### src/rtl/mmio_uart_pkg.sv
//------------------------------------------------------------------------------
// Module  : mmio_uart_pkg
// Brief   : Shared register offsets, STATUS layout and FSM encoding for the
//           MMIO UART transmitter.
// Revision: 1.0 - initial release
//------------------------------------------------------------------------------
`default_nettype none

package mmio_uart_pkg;

   // Register offsets, decoded from mmio_addr[3:2]
   localparam logic [1:0] c_reg_txdata = 2'd0;
   localparam logic [1:0] c_reg_status = 2'd1;

   // STATUS bit positions
   localparam int c_stat_busy      = 0;
   localparam int c_stat_full      = 1;
   localparam int c_stat_empty     = 2;
   localparam int c_stat_ovf       = 3;
   localparam int c_stat_count_lsb = 8;

   // Serializer FSM encoding
   localparam int         c_state_w   = 3;
   localparam logic [2:0] c_st_idle   = 3'd0;
   localparam logic [2:0] c_st_start  = 3'd1;
   localparam logic [2:0] c_st_data   = 3'd2;
   localparam logic [2:0] c_st_parity = 3'd3;
   localparam logic [2:0] c_st_stop   = 3'd4;

   function automatic logic [31:0] pack_status(input logic       busy,
                                               input logic       full,
                                               input logic       empty,
                                               input logic       ovf,
                                               input logic [8:0] count);
      logic [31:0] w_word;
      w_word                                  = 32'd0;
      w_word[c_stat_busy]                     = busy;
      w_word[c_stat_full]                     = full;
      w_word[c_stat_empty]                    = empty;
      w_word[c_stat_ovf]                      = ovf;
      w_word[c_stat_count_lsb +: 9]           = count;
      return w_word;
   endfunction

endpackage

`default_nettype wire

### src/rtl/sync_fifo.sv
//------------------------------------------------------------------------------
// Module  : sync_fifo
// Brief   : Single-clock FIFO; a push while full is accepted when a pop
//           happens at the same edge.
// Revision: 1.0 - initial release
//------------------------------------------------------------------------------
`default_nettype none

module sync_fifo #(
   parameter  int DEPTH = 16,
   parameter  int WIDTH = 8,
   localparam int AW    = $clog2(DEPTH),
   localparam int CNT_W = AW + 1
) (
   input  logic             sys_clk,
   input  logic             rst_n,
   input  logic             push,
   input  logic             pop,
   input  logic [WIDTH-1:0] din,
   output logic [WIDTH-1:0] dout,
   output logic             full,
   output logic             empty,
   output logic [CNT_W-1:0] count
);

   logic [WIDTH-1:0] r_mem [DEPTH];
   logic [AW-1:0]    r_wr_ptr;
   logic [AW-1:0]    r_rd_ptr;
   logic [CNT_W-1:0] r_count;
   logic             w_do_push;
   logic             w_do_pop;

   assign full      = (r_count == CNT_W'(DEPTH));
   assign empty     = (r_count == '0);
   assign count     = r_count;
   assign dout      = r_mem[r_rd_ptr];
   assign w_do_pop  = pop && !empty;
   assign w_do_push = push && (!full || w_do_pop);

   always_ff @(posedge sys_clk) begin
      if (!rst_n) begin
         r_wr_ptr <= '0;
         r_rd_ptr <= '0;
         r_count  <= '0;
      end else begin
         if (w_do_push) r_wr_ptr <= r_wr_ptr + 1'b1;
         if (w_do_pop)  r_rd_ptr <= r_rd_ptr + 1'b1;
         case ({w_do_push, w_do_pop})
            2'b10:   r_count <= r_count + 1'b1;
            2'b01:   r_count <= r_count - 1'b1;
            default: r_count <= r_count;
         endcase
      end
   end

   // Storage carries no reset; the pointers define what is valid.
   always_ff @(posedge sys_clk) begin
      if (w_do_push) r_mem[r_wr_ptr] <= din;
   end

endmodule

`default_nettype wire

### src/rtl/mmio_uart_tx.sv
//------------------------------------------------------------------------------
// Module  : mmio_uart_tx
// Brief   : MMIO-programmed UART transmitter with TX FIFO and STATUS register.
//           Define MMIO_UART_TX_PARITY_EN to add an even-parity bit per frame.
// Revision: 1.0 - initial release
//------------------------------------------------------------------------------
`default_nettype none

module mmio_uart_tx
   import mmio_uart_pkg::*;
#(
   parameter int CLKS_PER_BIT = 868,
   parameter int FIFO_DEPTH   = 16
) (
   input  logic        sys_clk,
   input  logic        rst_n,
   input  logic        mmio_read,
   input  logic        mmio_write,
   input  logic [31:0] mmio_addr,
   input  logic [31:0] mmio_write_data,
   output logic        mmio_done,
   output logic [31:0] mmio_read_data,
   output logic        uart_tx_pin
);

   localparam int CNT_W = $clog2(FIFO_DEPTH) + 1;

   logic                 w_full;
   logic                 w_empty;
   logic [CNT_W-1:0]     w_count;
   logic [7:0]           w_head;
   logic                 w_push;
   logic                 w_pop;

   logic                 r_done;
   logic [31:0]          r_rdata;
   logic                 r_ovf;
   logic                 r_stalled;
   logic                 w_req;
   logic [1:0]           w_off;
   logic                 w_wr_txdata;
   logic                 w_wr_stall;
   logic                 w_complete;
   logic                 w_rd_status;
   logic [31:0]          w_status;
   logic                 w_unused;

   logic [c_state_w-1:0] r_state;
   logic [c_state_w-1:0] w_state_next;
   logic [15:0]          r_baud;
   logic [2:0]           r_bit;
   logic [7:0]           r_byte;
   logic                 r_pin;
   logic                 w_bit_end;
   logic [2:0]           w_bit_next;
   logic                 w_pin_next;
   logic                 w_busy;

   sync_fifo #(
      .DEPTH (FIFO_DEPTH),
      .WIDTH (8)
   ) u_fifo (
      .sys_clk (sys_clk),
      .rst_n   (rst_n),
      .push    (w_push),
      .pop     (w_pop),
      .din     (mmio_write_data[7:0]),
      .dout    (w_head),
      .full    (w_full),
      .empty   (w_empty),
      .count   (w_count)
   );

   // MMIO decode: a full-FIFO write stalls until the serializer frees a slot.
   assign w_req       = !r_done && (mmio_read || mmio_write);
   assign w_off       = mmio_addr[3:2];
   assign w_wr_txdata = w_req && mmio_write && (w_off == c_reg_txdata);
   assign w_wr_stall  = w_wr_txdata && w_full && !w_pop;
   assign w_push      = w_wr_txdata && !w_wr_stall;
   assign w_complete  = w_req && !w_wr_stall;
   assign w_rd_status = w_complete && !mmio_write && (w_off == c_reg_status);
   assign w_status    = pack_status(w_busy, w_full, w_empty, r_ovf, 9'(w_count));
   assign w_unused    = ^{mmio_addr[31:4], mmio_addr[1:0], mmio_write_data[31:8]};

   always_ff @(posedge sys_clk) begin
      if (!rst_n) begin
         r_done    <= 1'b0;
         r_rdata   <= 32'd0;
         r_ovf     <= 1'b0;
         r_stalled <= 1'b0;
      end else begin
         r_done    <= w_complete;
         r_rdata   <= w_rd_status ? w_status : 32'd0;
         r_stalled <= w_wr_stall;
         if (w_wr_stall && !r_stalled) r_ovf <= 1'b1;
         else if (w_rd_status)         r_ovf <= 1'b0;
      end
   end

   assign mmio_done      = r_done;
   assign mmio_read_data = r_rdata;
   assign uart_tx_pin    = r_pin;

   assign w_bit_end  = (r_baud == 16'(CLKS_PER_BIT - 1));
   assign w_bit_next = (r_state == c_st_data && w_bit_end) ? r_bit + 1'b1 : r_bit;

   // State register and serializer datapath
   always_ff @(posedge sys_clk) begin
      if (!rst_n) begin
         r_state <= c_st_idle;
         r_baud  <= 16'd0;
         r_bit   <= 3'd0;
         r_byte  <= 8'd0;
         r_pin   <= 1'b1;
      end else begin
         r_state <= w_state_next;
         r_baud  <= (r_state == c_st_idle || w_bit_end) ? 16'd0 : r_baud + 16'd1;
         r_bit   <= w_bit_next;
         if (w_pop) r_byte <= w_head;
         r_pin   <= w_pin_next;
      end
   end

   // Next-state logic
   always_comb begin
      w_state_next = r_state;
      case (r_state)
         c_st_idle: begin
            if (!w_empty) w_state_next = c_st_start;
         end
         c_st_start: begin
            if (w_bit_end) w_state_next = c_st_data;
         end
         c_st_data: begin
            if (w_bit_end && r_bit == 3'd7) begin
`ifdef MMIO_UART_TX_PARITY_EN
               w_state_next = c_st_parity;
`else
               w_state_next = c_st_stop;
`endif
            end
         end
`ifdef MMIO_UART_TX_PARITY_EN
         c_st_parity: begin
            if (w_bit_end) w_state_next = c_st_stop;
         end
`endif
         c_st_stop: begin
            if (w_bit_end) w_state_next = w_empty ? c_st_idle : c_st_start;
         end
         default: w_state_next = c_st_idle;
      endcase
   end

   // Outputs: pin value is computed for the state being entered so it
   // changes on the same edge as the state.
   always_comb begin
      w_busy     = (r_state != c_st_idle);
      w_pop      = !w_empty &&
                   ((r_state == c_st_idle) || (r_state == c_st_stop && w_bit_end));
      w_pin_next = 1'b1;
      case (w_state_next)
         c_st_start:  w_pin_next = 1'b0;
         c_st_data:   w_pin_next = r_byte[w_bit_next];
`ifdef MMIO_UART_TX_PARITY_EN
         c_st_parity: w_pin_next = ^r_byte;
`endif
         default:     w_pin_next = 1'b1;
      endcase
   end

endmodule

`default_nettype wire

### config.mk
export PLATFORM = sky130hd
export DESIGN_NAME = mmio_uart_tx
export DESIGN_NICKNAME = d
export VERILOG_FILES = /design/src/rtl/mmio_uart_pkg.sv /design/src/rtl/sync_fifo.sv /design/src/rtl/mmio_uart_tx.sv
export SDC_FILE = /design/constraint.sdc
export NUM_CORES = 1
export LEC_CHECK = 0
export ABC_AREA = 0
export CORE_ASPECT_RATIO = 1.1
export CORE_MARGIN = 2
export CORE_UTILIZATION = 25
export CTS_BUF_LIST = sky130_fd_sc_hd__clkbuf_2
export CTS_CLUSTER_SIZE = 14
export DETAILED_ROUTE_END_ITERATION = 6
export GPL_TIMING_DRIVEN = 0
export PLACE_DENSITY_LB_ADDON = 0.15
export SLEW_MARGIN = 5
export SYNTH_ARGS = -nofsm -noshare
export SYNTH_HDL_FRONTEND = slang
export SYNTH_SLANG_ARGS = --single-unit
### constraint.sdc
create_clock -name sys_clk -period 4.5 [get_ports sys_clk]
set_input_delay 1.125 -clock sys_clk [delete_from_list [all_inputs] [get_ports sys_clk]]
set_output_delay 1.125 -clock sys_clk [all_outputs]
set_load 0.03 [all_outputs]
==> results of run 1 <==
[kinds of logic after synthesis]
logic type	Yosys count
AOI/OAI and AO/OA	35
xor gates and xnor gates	24
adders and majority gates	13
buffers and inverters	55
DFF	184
muxes	52
other	1
and+or+nand+nor	151
[cell usage in the layout, fill, tap and decap left out, types with 7 or more instances in the layout]
cell type	n
clkdlybuf4s50_1	23
clkbuf_1	10
mux2i_1	11
xnor2_1	11
ha_1	12
xor2_1	13
nor2b_1	14
dfxtp_1	56
conb_1	23
clkbuf_2	18
and3_1	7
nor2_1	46
nand3_1	9
nand2_1	23
o21ai_0	7
mux4_2	40
and2_1	12
edfxtp_1	128
inv_1	9
a21oi_1	8
buf_4	25
[final cells by class]
type | instances | share of cell area [%]
plain buffers | 45 | 3.38
clock inverters | 15 | 1.77
well taps | 414 | 5.81
repair buffers | 23 | 2.58
inverters | 10 | 0.449
diodes | 1 | 0.0281
flip-flops and latches | 184 | 55.7
multi-input cells | 298 | 29.3
clock buffers | 17 | 0.955
[metrics by stage]
step | utilization, % | std cells
after CTS | 29.1 | 1006
after floorplan | - | 537
after detailed placement | 28.3 | 974
final | 29.1 | 1007
after global routing | 29.1 | 1007
after global placement | 28.3 | 974
[power groups by stage]
stage	sequential [mW]	clock [mW]	combinational (mW)
floorplan	1.97	0	0.762
global placement	1.97	0	1.04
detailed placement	1.97	0	1.06
CTS	1.94	0.903	1.06
global route	1.95	0.970	1.15
finish	1.94	0.859	1.03
[path summary, 6_finish.rpt]
path              startpoint               to  slack (ps)
setup / recovery   r_baud[1]  u_fifo.count[4]         690
hold / removal     r_baud[0]        r_baud[0]         500
setup reg to reg   r_baud[1]  u_fifo.count[4]         690
hold reg to reg    r_baud[0]        r_baud[0]         500
[flip-flops by register name, summed over array words and instances (netlist names)]
register / flops
r_bit: 3
uart_tx_pin: 1
u_fifo.r_mem: 128
mmio_read_data: 9
u_fifo.r_rd_ptr: 4
mmio_done: 1
r_state: 3
r_baud: 16
u_fifo.r_wr_ptr: 4
u_fifo.count: 5
r_byte: 8
r_ovf: 1
r_stalled: 1
[worst reg2reg max path, cell delays in order (launching register included)]
cell	delay, ps
dfxtp_1	430
ha_1	270
nor4b_4	300
nand4_4	230
a2111oi_4	540
buf_4	300
ha_1	260
inv_1	100
fa_1	420
nor2b_1	130
o21ai_0	110
and3_1	190
nor3_1	190
xor2_1	160
and2_1	130
[routing by layer]
metal | wire length, µm | vias to the layer above | GRT usage [%]
li1 | - | 2018 | -
met1 | 7550 | 2171 | 13.9
met2 | 8450 | 95 | 18.9
met3 | 890 | 11 | 2.83
met4 | 142 | 0 | 3.06
met5 | 0 | - | 0
==> flow_summary.toml, run 1 <==
[layout]
multiInputGateArea_um2 = 2610
fillers = 3084
area_growth_pct = 14.0
drive_gt1_share_pct = 20.6
nNetsFinal = 660
final_area_um2 = 8910
regArea_um2 = 4960

[outcome]
status = "completed"

[timing]
finalMaxSlewViolations = 0
worstMarginPinSlew_ps = 1040
period_needed_ps = 3810
maxSlewHeadroom_pct = 29.7
setup_tns_ps = 0
hold_viol = 0
clock_skew_ps = 54.1
fmax_ghz = 0.262
fin_crit_sh_pct = 84.7
finalSetupViolations = 0
rsz0062_at_grt = "no"
fin_ws_ps = 687
hold-worst-slack_ps = 497

[cts]
cts_buffers = 17
cts.sinks = 184
clk_latency_ps = 760
clkTransAtPathRegs_ps = 310
cts_hold_buf = 0
cts_resized = 0
clock_path_buffers = 2
cts-root-buf = "clkbuf_2"
cts_setup_buffers = 0
htree_levels = 4
cts_tree = "done"

[power_and_ir_drop]
power.internal_mw = 2.59
clockPowerShare_pct = 22.4
irDropWorstVdd_mv = 0.183
total_power_mw = 3.83
leakage_nw = 2.87
power.net_switching_mw = 1.24
comb_power_share_pct = 26.9
switching_share_pct = 32.3
seqPwrFrac_pct = 50.7
powerDensity_nw_per_um2 = 429

[placement]
dp_hpwl_um = 11600
io_buffers = 23
place.gp.congestion = 0.722
place_area_um2 = 8670
place_ws_ps = 314

[worst_setup_path]
worstSetupPathDepth = 14
cpPeakStageDelay_ps = 540
crit_fanout = 10
endpoint_kind = "register"
worstPathCellList = "ha_1 > nor4b_4 > nand4_4 > a2111oi_4 > buf_4 > ha_1 > inv_1 > fa_1 > nor2b_1 > o21ai_0 > and3_1 > nor3_1 > xor2_1 > and2_1"
cp.required_ps = 5190
cp.arrival_ps = 4510
crit_type = "register to register"
cpLargestDelayFamily = "simple AND/OR/NAND/NOR gates"
critPathSlowestCell = "a2111oi_4"
crit_top_cell = "ha_1"
worstRegToRegCells = 14
critPathBufInv = 2
cp-start-kind = "register"

[drt]
initialDrtViolationCount = 260
vias = 4295
dr.pass1.iters = 4
ant_nets = 0
drc = 0
routed_wl_um = 17000
via_per_inst = 4.27
wl_per_cell_um = 16.9

[synth]
synth_compound_area_share_pct = 3.47
synth_edf_count = 128
synth-xor-area-share_pct = 2.69
yosysUniqueCellTypes = 61
ys_ff_latch = 184
syn_area_um2 = 7820
synthMuxAreaShare_pct = 13.1
synthArstFlopShare_pct = 0
yosys.area_share.simple_pct = 10.7
synthMostInstantiatedCell = "edfxtp_1"
synthCells = 515
yosys_warnings = 0
synth_flop_cell = "edfxtp_1"
synth_top_area_share_pct = 49.2
netlist_top_cells_count = "edfxtp_1, dfxtp_1, nor2_1, mux4_2, buf_4"
synthAdderAreaFrac_pct = 2.18
synth_top_family_by_area = "multiplexers"
synth_area_leaders = "edfxtp_1, dfxtp_1, mux4_2"
yosys.area.top_type = "edfxtp_1"
seq_area_frac_synth_pct = 63.5
syn_avg_cell_area_um2 = 15.2

[grt]
grt_max_degree = 19
first_global_vias = 4490
grt_antenna_before_repair = 1
grt_pass1_wl_um = 27100
grt_usage_pct = 11.1
grt_overflow_total = 0

[worst_hold_path]
hold_path_class = "register to register"
hold-path-cell-count = 1

[floorplanning]
num_rows = 67
start_util_pct = 25.5
io_pins = 102
die_y_um = 189
die_w_um = 173
core_area_um2 = 30600
die_area_um2 = 32700

[run]
cap_violations = 0
Power figures use the tool's default switching activity.
==> run 2: changes to the inputs <==
Clock period 4.5 ns to 3.7 ns, I/O delays scaled along.
==> run 2 against run 1 <==
Power increased by 23%. Sequential share of layout area decreased by 0.38 points. Cell count grew 0.70%. Sequential power rose by 22%. Routed wire length grew 0.23%. Critical path depth increased by 1. Clock power increased by 21%. Worst hold slack worse by 45 ps. Via count increased by 0.61%. Maximum frequency rose by 14%. Critical path type unchanged.
==> flow_summary.toml, run 2 (synthesis gave the netlist of run 1 again) <==
[cts]
clock_path_buffers = 2
cts_tree = "done"
htree_levels = 4
cts_hold_buf = 0
cts.sinks = 184
cts_buffers = 17
clk_latency_ps = 750
clkTransAtPathRegs_ps = 310
cts-root-buf = "clkbuf_2"

[layout]
nNetsFinal = 667
area_growth_pct = 14.9
utilization_pct = 29.3
final_cell_mix = "edfxtp_1, dfxtp_1, nor2_1"
final_common_cell = "edfxtp_1"
drive_gt1_share_pct = 22.2
largest_reg_flops = 128
top_register = "u_fifo.r_mem"

[power_and_ir_drop]
leakage_nw = 2.91
powerDensity_nw_per_um2 = 525
irDropWorstVdd_mv = 0.223
total_power_mw = 4.71

[placement]
place_ws_ps = -286
io_buffers = 23
dp_hpwl_um = 11600
place.gp.congestion = 0.722

[grt]
grt_usage_pct = 11.1
grt_overflow_total = 0
first_global_vias = 4495
grt_antenna_before_repair = 1
grt_pass1_wl_um = 27100
grt_max_degree = 19

[worst_setup_path]
cp.arrival_ps = 4040
r2r_slack_ps = 350
cpPeakStageDelay_ps = 410
worstRegToRegCells = 15
cp-start-kind = "register"
cp.required_ps = 4390
critPathSlowestCell = "dfxtp_2"
crit_fanout = 6
worstReg2RegEnd = "u_fifo.count[4]"
r2r-start = "r_baud[1]"
crit_top_cell = "ha_1"
endpoint_kind = "register"
worstPathCellList = "ha_2 > nor4b_4 > nand4_4 > buf_4 > a211oi_4 > o21a_4 > inv_4 > ha_1 > ha_1 > nor2b_1 > o21ai_1 > a21oi_1 > nor3_2 > xor2_1 > and2_1"
crit_type = "register to register"

[drt]
routed_wl_um = 17100
via_per_inst = 4.26
vias = 4321
drc = 0
dr.pass1.iters = 4
initialDrtViolationCount = 282
wl_per_cell_um = 16.8
ant_nets = 0

[worst_hold_path]
hold-path-cell-count = 1
hold_path_class = "register to register"
hold_path_end = "r_baud[0]"
min-delay-start = "r_baud[0]"

[floorplanning]
core_area_um2 = 30600
die_area_um2 = 32700
start_util_pct = 25.5
io_pins = 102
num_rows = 67
die_y_um = 189
die_w_um = 173

[timing]
fmax_ghz = 0.299
clock_skew_ps = 56.2
finalSetupViolations = 0
maxSlewHeadroom_pct = 32.3
hold_viol = 0
fin_crit_sh_pct = 90.5
period_needed_ps = 3350
worstMarginPinSlew_ps = 1000
fin_ws_ps = 351
finalMaxSlewViolations = 0

[outcome]
status = "completed"

[run]
cap_violations = 0
## run 2: cell type report
cell class / instances / area [µm²]
clock inverters: 15 / 158
diodes: 1 / 2.50
clock buffers: 17 / 85.1
repair buffers: 30 / 283
flip-flops and latches: 184 / 4970
fillers: 3084 / 21600
multi-input cells: 298 / 2620
plain buffers: 45 / 305
well taps: 414 / 518
inverters: 10 / 40.0
## run 2: how the worst max path moves through the flow
stage,slack [ps],from,end
after floorplan,420,r_baud[0],u_fifo.count[4]
after global placement,-380,mmio_write,u_fifo.r_mem[3][4]
after detailed placement,-290,mmio_write,u_fifo.count[4]
after CTS,50,r_baud[1],u_fifo.count[4]
after global routing,-4,r_baud[1],u_fifo.count[4]
final,350,r_baud[1],u_fifo.count[4]
## run 2: power by group
group          switching (mW)  internal, mW  total [mW]
Sequential             0.0680          2.29        2.36
Clock                   0.765         0.277        1.04
Combinational           0.678         0.631        1.31
Total                    1.51          3.20        4.71
## run 2: timing repair
| action | CTS | global route |
|---|---|---|
| pin swaps | 1 | 4 |
| gates resized for setup | 1 | 5 |
| buffers inserted | 1 | 6 |
| setup endpoints to repair | 1 | 1 |
## run 2: metrics by stage
stage	setup TNS (ps)	instance area [µm²]	hold WS [ps]	instances
floorplan	0	7900	426	537
global placement	-10400	8650	448	974
detailed placement	-581	8670	460	974
CTS	0	8920	499	1007
global route	-4.05	8980	470	1014
finish	0	8980	452	1014
## run 2: layer usage
layer  routed length (µm)  part of all wire [%]  global-route usage [%]
met5                    0                     0                       0
met4                  127                  0.74                    3.06
met3                  966                   5.7                    2.83
met2                 8520                    50                    18.9
met1                 7460                    44                    13.9
## run 2: worst max-delay path: cells and delay by family (launching register included)
kind                     cells  cell delay (ps)
adder cells (fa/ha/maj)      3              790
buffers and inverters        2              240
XOR/XNOR                     1              150
AO/OA/AOI/OAI                4              750
flip-flops                   1              410
AND/OR/NAND/NOR              5              940
==> run 3: changes to the inputs <==
Settings changed: HOLD_SLACK_MARGIN set to 0.02.
==> results of run 3 <==
No change in the layout: final DEF, timing and power equal those of run 2.
